**src/rtl/seq_scan_pkg.sv**
```systemverilog
// seq_scan_pkg: shared state encoding and default pattern
// constants for the frame-level pattern scan controller.
package seq_scan_pkg;

    typedef enum logic [1:0] {
        IDLE  = 2'd0,
        WAIT  = 2'd1,
        SHIFT = 2'd2,
        DONE  = 2'd3
    } state_t;

    localparam int DEF_PAT_LEN = 5;
    localparam logic [DEF_PAT_LEN-1:0] DEF_PATTERN = 5'b10110;

endpackage

```
**src/rtl/seq_pattern_det.sv**
```systemverilog
// seq_pattern_det: overlapping Moore detector over a serial
// bit stream with a registered one-cycle match flag.
module seq_pattern_det
    import seq_scan_pkg::*;
#(
    parameter int PAT_LEN = DEF_PAT_LEN,
    parameter logic [PAT_LEN-1:0] PATTERN = DEF_PATTERN
) (
    input  logic clk,
    input  logic rst_n,
    input  logic clr,
    input  logic bit_valid,
    input  logic bit_in,
    output logic match
);

    localparam int FW = $clog2(PAT_LEN + 1);
    localparam logic [FW-1:0] FULL = FW'(PAT_LEN);
    localparam logic [FW-1:0] NEED = FW'(PAT_LEN - 1);

    logic [PAT_LEN-1:0] hist;
    logic [PAT_LEN-1:0] nxt;
    logic [FW-1:0]      fill;
    logic               primed;

    assign nxt    = PAT_LEN'({hist, bit_in});
    assign primed = (fill >= NEED);

    always_ff @(posedge clk or negedge rst_n) begin
        if (!rst_n) begin
            hist  <= '0;
            fill  <= '0;
            match <= 1'b0;
        end else if (clr) begin
            hist  <= '0;
            fill  <= '0;
            match <= 1'b0;
        end else begin
            match <= bit_valid && primed && (nxt == PATTERN);
            if (bit_valid) begin
                hist <= nxt;
                if (fill != FULL) begin
                    fill <= fill + FW'(1);
                end
            end
        end
    end

endmodule

```
**src/rtl/seq_scan_ctrl.sv**
```systemverilog
// seq_scan_ctrl: accepts words on valid/ready, feeds them MSB-first
// into the pattern detector and counts matches per frame.
module seq_scan_ctrl
    import seq_scan_pkg::*;
#(
    parameter int WORD_W = 8,
    parameter int PAT_LEN = DEF_PAT_LEN,
    parameter logic [PAT_LEN-1:0] PATTERN = DEF_PATTERN,
    parameter int CNT_W = 8
) (
    input  logic              clk,
    input  logic              rst_n,
    input  logic              start,
    input  logic [WORD_W-1:0] word_in,
    input  logic              word_last,
    input  logic              word_valid,
    output logic              word_ready,
    output logic              busy,
    output logic              match_pulse,
    output logic [CNT_W-1:0]  match_count,
    output logic              done
);

    localparam int KW = $clog2(WORD_W);
    localparam logic [KW-1:0] K_LAST = KW'(WORD_W - 1);
    localparam logic [KW-1:0] K_PRE  = KW'(WORD_W - 2);
    localparam logic [CNT_W-1:0] CNT_MAX = '1;

    state_t            state;
    logic [WORD_W-1:0] sreg;
    logic [KW-1:0]     k;
    logic              last_q;
    logic [CNT_W-1:0]  cnt_q;
    logic              clr;
    logic              shifting;
    logic              hs;

    assign clr      = (state == IDLE) && start;
    assign shifting = (state == SHIFT);
    assign hs       = word_valid && word_ready;

    seq_pattern_det #(
        .PAT_LEN (PAT_LEN),
        .PATTERN (PATTERN)
    ) u_det (
        .clk       (clk),
        .rst_n     (rst_n),
        .clr       (clr),
        .bit_valid (shifting),
        .bit_in    (sreg[WORD_W-1]),
        .match     (match_pulse)
    );

    // cnt_q absorbs each pulse one edge late; adding the live pulse
    // here makes the count step on the same edge as match_pulse.
    assign match_count = (cnt_q == CNT_MAX) ? CNT_MAX
                       : cnt_q + CNT_W'(match_pulse);

    always_ff @(posedge clk or negedge rst_n) begin
        if (!rst_n) begin
            state      <= IDLE;
            sreg       <= '0;
            k          <= '0;
            last_q     <= 1'b0;
            cnt_q      <= '0;
            word_ready <= 1'b0;
            busy       <= 1'b0;
            done       <= 1'b0;
        end else begin
            done  <= 1'b0;
            cnt_q <= clr ? '0 : match_count;
            unique case (state)
                IDLE: begin
                    if (start) begin
                        state      <= WAIT;
                        word_ready <= 1'b1;
                        busy       <= 1'b1;
                    end
                end
                WAIT, SHIFT: begin
                    if (shifting) begin
                        sreg <= sreg << 1;
                        k    <= k + KW'(1);
                    end
                    if (hs) begin
                        state      <= SHIFT;
                        sreg       <= word_in;
                        last_q     <= word_last;
                        k          <= '0;
                        word_ready <= 1'b0;
                    end else if (shifting && k == K_LAST) begin
                        state      <= last_q ? DONE : WAIT;
                        word_ready <= !last_q;
                        done       <= last_q;
                    end else if (shifting) begin
                        word_ready <= (k == K_PRE) && !last_q;
                    end
                end
                DONE: begin
                    state <= IDLE;
                    busy  <= 1'b0;
                end
            endcase
        end
    end

endmodule

```
**config.mk**
```make
export PLATFORM = sky130hd
export DESIGN_NAME = seq_scan_ctrl
export DESIGN_NICKNAME = d
export VERILOG_FILES = /design/src/rtl/seq_scan_pkg.sv /design/src/rtl/seq_pattern_det.sv /design/src/rtl/seq_scan_ctrl.sv
export SDC_FILE = /design/constraint.sdc
export NUM_CORES = 1
export LEC_CHECK = 0
export ABC_AREA = 1
export CORE_MARGIN = 8
export CORE_UTILIZATION = 54
export DETAILED_ROUTE_END_ITERATION = 6
export GPL_ROUTABILITY_DRIVEN = 0
export HOLD_SLACK_MARGIN = 0.15
export PLACE_DENSITY = 0.79
export SETUP_SLACK_MARGIN = 0.5
export SYNTH_ARGS = -nofsm -noshare
export SYNTH_HDL_FRONTEND = slang
export SYNTH_SLANG_ARGS = --single-unit
export TNS_END_PERCENT = 30
```
**constraint.sdc**
```tcl
create_clock -name clk -period 1.7 [get_ports clk]
set_input_delay 0.34 -clock clk [delete_from_list [all_inputs] [get_ports clk]]
set_output_delay 0.34 -clock clk [all_outputs]
set_load 0.01 [all_outputs]
```
Yosys cells after proc, flatten, opt, wreduce, memory -nomap -nowiden
Index checks and enable logic that the tools add are counted.

Bits in registers: 33. Bits in latches: 0. Memory bits (writable): 0. ROM bits: 0. Output and inout bits: 12. Word-level logic and storage cells: 72. Memories: 0.

Add/subtract/negate cells: 3. Multipliers: 0. Divide/modulo/power cells: 0. Magnitude comparators: 1. Eq/ne operators: 11. Shifts and indexed selects: 0. Multiplexer cells: 26. Bitwise operators: 0. Reductions and logical operators: 20.

Operators with widths (count): 2-to-1 mux 8 bit (4); 2-to-1 mux 3 bit (5); AND reduction 2 bit (5); nonzero test 2 bit (5); adder 8 x 1 -> 8 bit (1); == test 8 bit, second input constant (1); 2-to-1 mux 1 bit (8); 2-to-1 mux 2 bit (4); 2-to-1 mux 4 bit (2); adder 3 x 1 -> 3 bit, second input constant (2); == test 3 bit, second input constant (2); logical AND 1 bit (6); != test 3 bit, second input constant (2); one-hot mux 2 bit (3 select lines) (1); == test 5 bit, second input constant (1); == test 2 bit, second input constant (2); != test 4 bit, second input constant (1); one-hot mux 1 bit (2 select lines) (2); >= comparator 3 bit, second input constant (1); AND reduction 3 bit (1); == test 2 x 1 -> 1 bit, second input constant (1); zero test 2 bit (1); != test 2 bit, second input constant (1); OR reduction 2 bit (1); zero test 1 bit (1).

Depth between registers and ports, before layout
Depth in word-level cells: 6. Mapped depth: 9.

By module
A second synthesis with hierarchy kept.

Cells, all modules: 232. Area total of the unflattened synthesis: 1854.3 sq um.

Modules (own cells, without submodules): seq_scan_ctrl (times used 1, cells an instance 184, area an instance 1471.4 sq um, sequential area each 625.6 sq um); seq_pattern_det (times used 1, cells an instance 48, area an instance 382.9 sq um, sequential area each 200.2 sq um).

Worst setup path after synthesis
No wires, ideal clock.

Path kind: reg2out. From: register u_det.match. To: output match_count[6]. Arrival time: 1.178 ns. Data required time: 1.360 ns. Setup slack: 0.182 ns. Stages on the path, launching flop included: 7. Path buffers: 0. Cells stage by stage: dfrtp_1 -> ha_1 -> ha_1 -> nand3_1 -> nand2_1 -> nor2_1 -> inv_1.

Longest elaborated chain between the ends: 2.

Ends and longest elaborated chain: start, declared (line seq_pattern_det.sv:14) `output logic match`; start signal, assigned (line seq_pattern_det.sv:39) `match <= bit_valid && primed && (nxt == PATTERN);`; adder 8 x 1 -> 8 bit (line seq_scan_ctrl.sv:57) `: cnt_q + CNT_W'(match_pulse);`; 2-to-1 mux 8 bit (line seq_scan_ctrl.sv:56) `assign match_count = (cnt_q == CNT_MAX) ? CNT_MAX`; end, declared (line seq_scan_ctrl.sv:20) `output logic [CNT_W-1:0] match_count,`.

No other way between the ends.

Final worst setup path
From: register u_det.match. To: output match_count[4].

Same word-level chain as after synthesis.

==> flow_summary_export.csv <==
group,metric,value,unit
cells_and_area,layout_commonest_cell,"buf_4",
placement,hpwl,2.94,mm
pwr,p_sw,0.321,mW
routing,dr.pass1.iters,4,
pwr,combPwrFrac,3.4,%
routing,drt_iter0_drc,157,
sta,fin_crit,1.98,ns
routing,drc,0,
setup_path,cp_slowest_cell,"dfrtp_1",
setup_path,start_kind,"flip-flop",
synthesis,synth_seq_area_share,46.9,%
routing,drt_wl_total,6.62,mm
cells_and_area,diodes,0,
cts,clock-sinks,33,
sta,max_freq,504,MHz
pwr,power_frac_seq,54.9,%
sta,finalCritPeriodShare,117,%
die,start_util,57.2,%
synthesis,yosysTopAreaCellShare,46.9,%
placement,dp.cells,293,
sta,relSlewSlack,71.4,%
global_route,grt_pass1_wl,8.28,mm
cells_and_area,stdcell_count,323,
cts,cts_tree,"yes",
global_route,track_usage,20.2,%
sta,report.final.hold_viol_count,0,
sta,setup_violations,9,
die,placeableCoreArea,3080,um2
status,violations,"setup timing",
global_route,grt_pass1_vias,1755,
pwr,power_leakage,1.36,nW
die,die_y,73.1,um
cells_and_area,syn2layout_area_growth,61.6,%
routing,vias,1880,
synthesis,synth_nets,236,
cts,worstSkewPairLatency,0.37,ns
cells_and_area,n_fill_cell,117,
die,ioPinCount,25,
synthesis,ys_warn_count,0,
die,rows,20,
placement,portBuffers,24,
setup_path,critPathMaxFanout,5,
cts,cts_buffers,5,
sta,tightest_slew,0.429,ns
setup_path,path_class,"reg -> out",
setup_path,crit_path_end_kind,"output port",
synthesis,syn_inst,211,
cells_and_area,drive_gt1_share,48.7,%
synthesis,yosys_register_bits,33,
cells_and_area,final_nets,304,
setup_path,cpPeakStageDelay,0.45,ns
setup_path,path_delay_family,"flip-flops",
sta,finClkSkew,0.0141,ns
status,outcome,"complete, but fails checks",
setup_path,cp_num_cells,6,
synthesis,synth_top_area_cell,"dfrtp_1",
cells_and_area,layout_common_cells,"buf_4 (33), dfrtp_1 (32), inv_1 (28)",
setup_path,crit_chain,"ha_4 > ha_4 > nand3_1 > nand2_1 > nand3_1 > buf_2",
cts,ctsRootBufferMaster,"clkbuf_4",
setup_path,required,1.36,ns
die,die_x,73.1,um
global_route,overflow,0,
global_route,grt_max_degree,34,
cells_and_area,multiInputGateArea,1150,um2
synthesis,synth_cell_types,25,
placement,dp_slack,-0.193,ns
sta,tns,-1.86,ns
sta,finalWorstSetupSlack,-0.284,ns
cts,h-tree-depth,2,
setup_path,worstPathArrival,1.64,ns
routing,via_per_inst,5.82,
cts,clk_pin_slew,0.12,ns
die,dieArea,5340,um2
global_route,antenna_found_initial,0,
placement,placed_area,2210,um2
cells_and_area,ff_latch_area,827,um2
synthesis,synth_area,1760,um2
routing,wl_per_cell,20.5,um
setup_path,reg2regPathDepth,10,
pwr,power_density,503,nW/um2
job,cap_viol_max_count,0,
sta,slew_viol_final,0,
pwr,clock_power_share,41.7,%
pwr,irDropWorstVdd,0.579,mV
setup_path,cp_num_buf_inv,1,
worst_hold_path,worstHoldPathType,"in -> async",
cells_and_area,utilization,92.4,%
pwr,internal-power,1.11,mW
synthesis,syn_avg_cell_area,8.34,um2
sta,rsz0062_at_grt,"yes",
cts,clockBufferDepth,2,
synthesis,synthTopCellsByArea,"dfrtp_1 (47%), nand2_1 (8.7%), ha_1 (8.5%)",
routing,antenna_left,0,
cells_and_area,stdcell_area,2840,um2
pwr,p_sw_share,22.4,%
Yosys cell counts, drive strengths merged:
library cell  number
nand2             44
inv               37
dfrtp             33
o21ai             23
nand3             17
nor2              13
ha                12
a21oi             11
o211ai             7
buf                5
a31oi              2
clkbuf             1
nand4              1
nor3               1
nor4               1
o22ai              1
xnor2              1
xor2               1
power by group through the flow:
stage / Sequential, mW / Combinational (mW) / Clock, mW
after floorplan: 0.800 / 0.0000265 / 0
after global placement: 0.800 / 0.0446 / 0
after detailed placement: 0.800 / 0.0453 / 0
after CTS: 0.784 / 0.0477 / 0.569
after global routing: 0.785 / 0.0537 / 0.621
final: 0.784 / 0.0490 / 0.597
registers in the layout, indices dropped and copies added, names as in the netlist:
register / count
done: 1
word_ready: 1
state: 2
busy: 1
u_det.fill: 3
u_det.hist: 4
sreg: 8
last_q: 1
cnt_q: 8
u_det.match: 1
k: 3
layout make-up:
cell class | instances | area share [%]
Inverter | 37 | 5.41
Clock inverter | 2 | 1.23
Timing Repair Buffer | 66 | 20.5
Clock buffer | 5 | 1.32
Sequential cell | 33 | 29.1
Multi-Input combinational cell | 136 | 40.5
Tap cell | 44 | 1.94
repair_timing:
item,4_1_cts,5_1_grt
setup endpoints to repair,45,45
pin swaps,39,35
resized for setup,110,58
hold buffers,0,0
setup buffers,14,8
gates cloned,1,0
hold endpoints to repair,0,0
kinds of logic (layout without fill, tap and decap cells):
group	after synthesis	count (layout)	share of synthesized area, %
simple gates	77	78	18.8
compound gates	44	44	14.4
buf+inv	43	110	10.3
flops	33	33	46.9
fa+ha+maj	12	12	8.53
xor+xnor	2	2	0.996
through the flow:
| stage | hold WS (ns) | power, mW |
|---|---|---|
| CTS | 0.400 | 1.40 |
| finish | 0.368 | 1.43 |
| detailed placement | 0.439 | 0.845 |
| global route | 0.420 | 1.46 |
| global placement | 0.451 | 0.844 |
| floorplan | 0.0444 | 0.800 |
final timing paths:
kind / end / slack (ns) / start
worst max-delay path: match_count[4] / -0.28 / u_det.match
worst min-delay path: cnt_q[0] / 0.37 / rst_n
worst max register to register: cnt_q[3] / -0.02 / u_det.match
worst min register to register: u_det.match / 0.49 / sreg[7]
max in group asynchronous: cnt_q[2] / 1.01 / rst_n
min in group clk: u_det.match / 0.49 / sreg[7]
routing by layer:
metal,vias up,part of all wire [%],GRT usage [%]
met2,105,52,35.2
met5,-,0,0
li1,825,-,-
met4,0,6.8,11.1
met3,46,6.4,4.81
met1,904,34,22.0
Power figures use the tool's default switching activity.
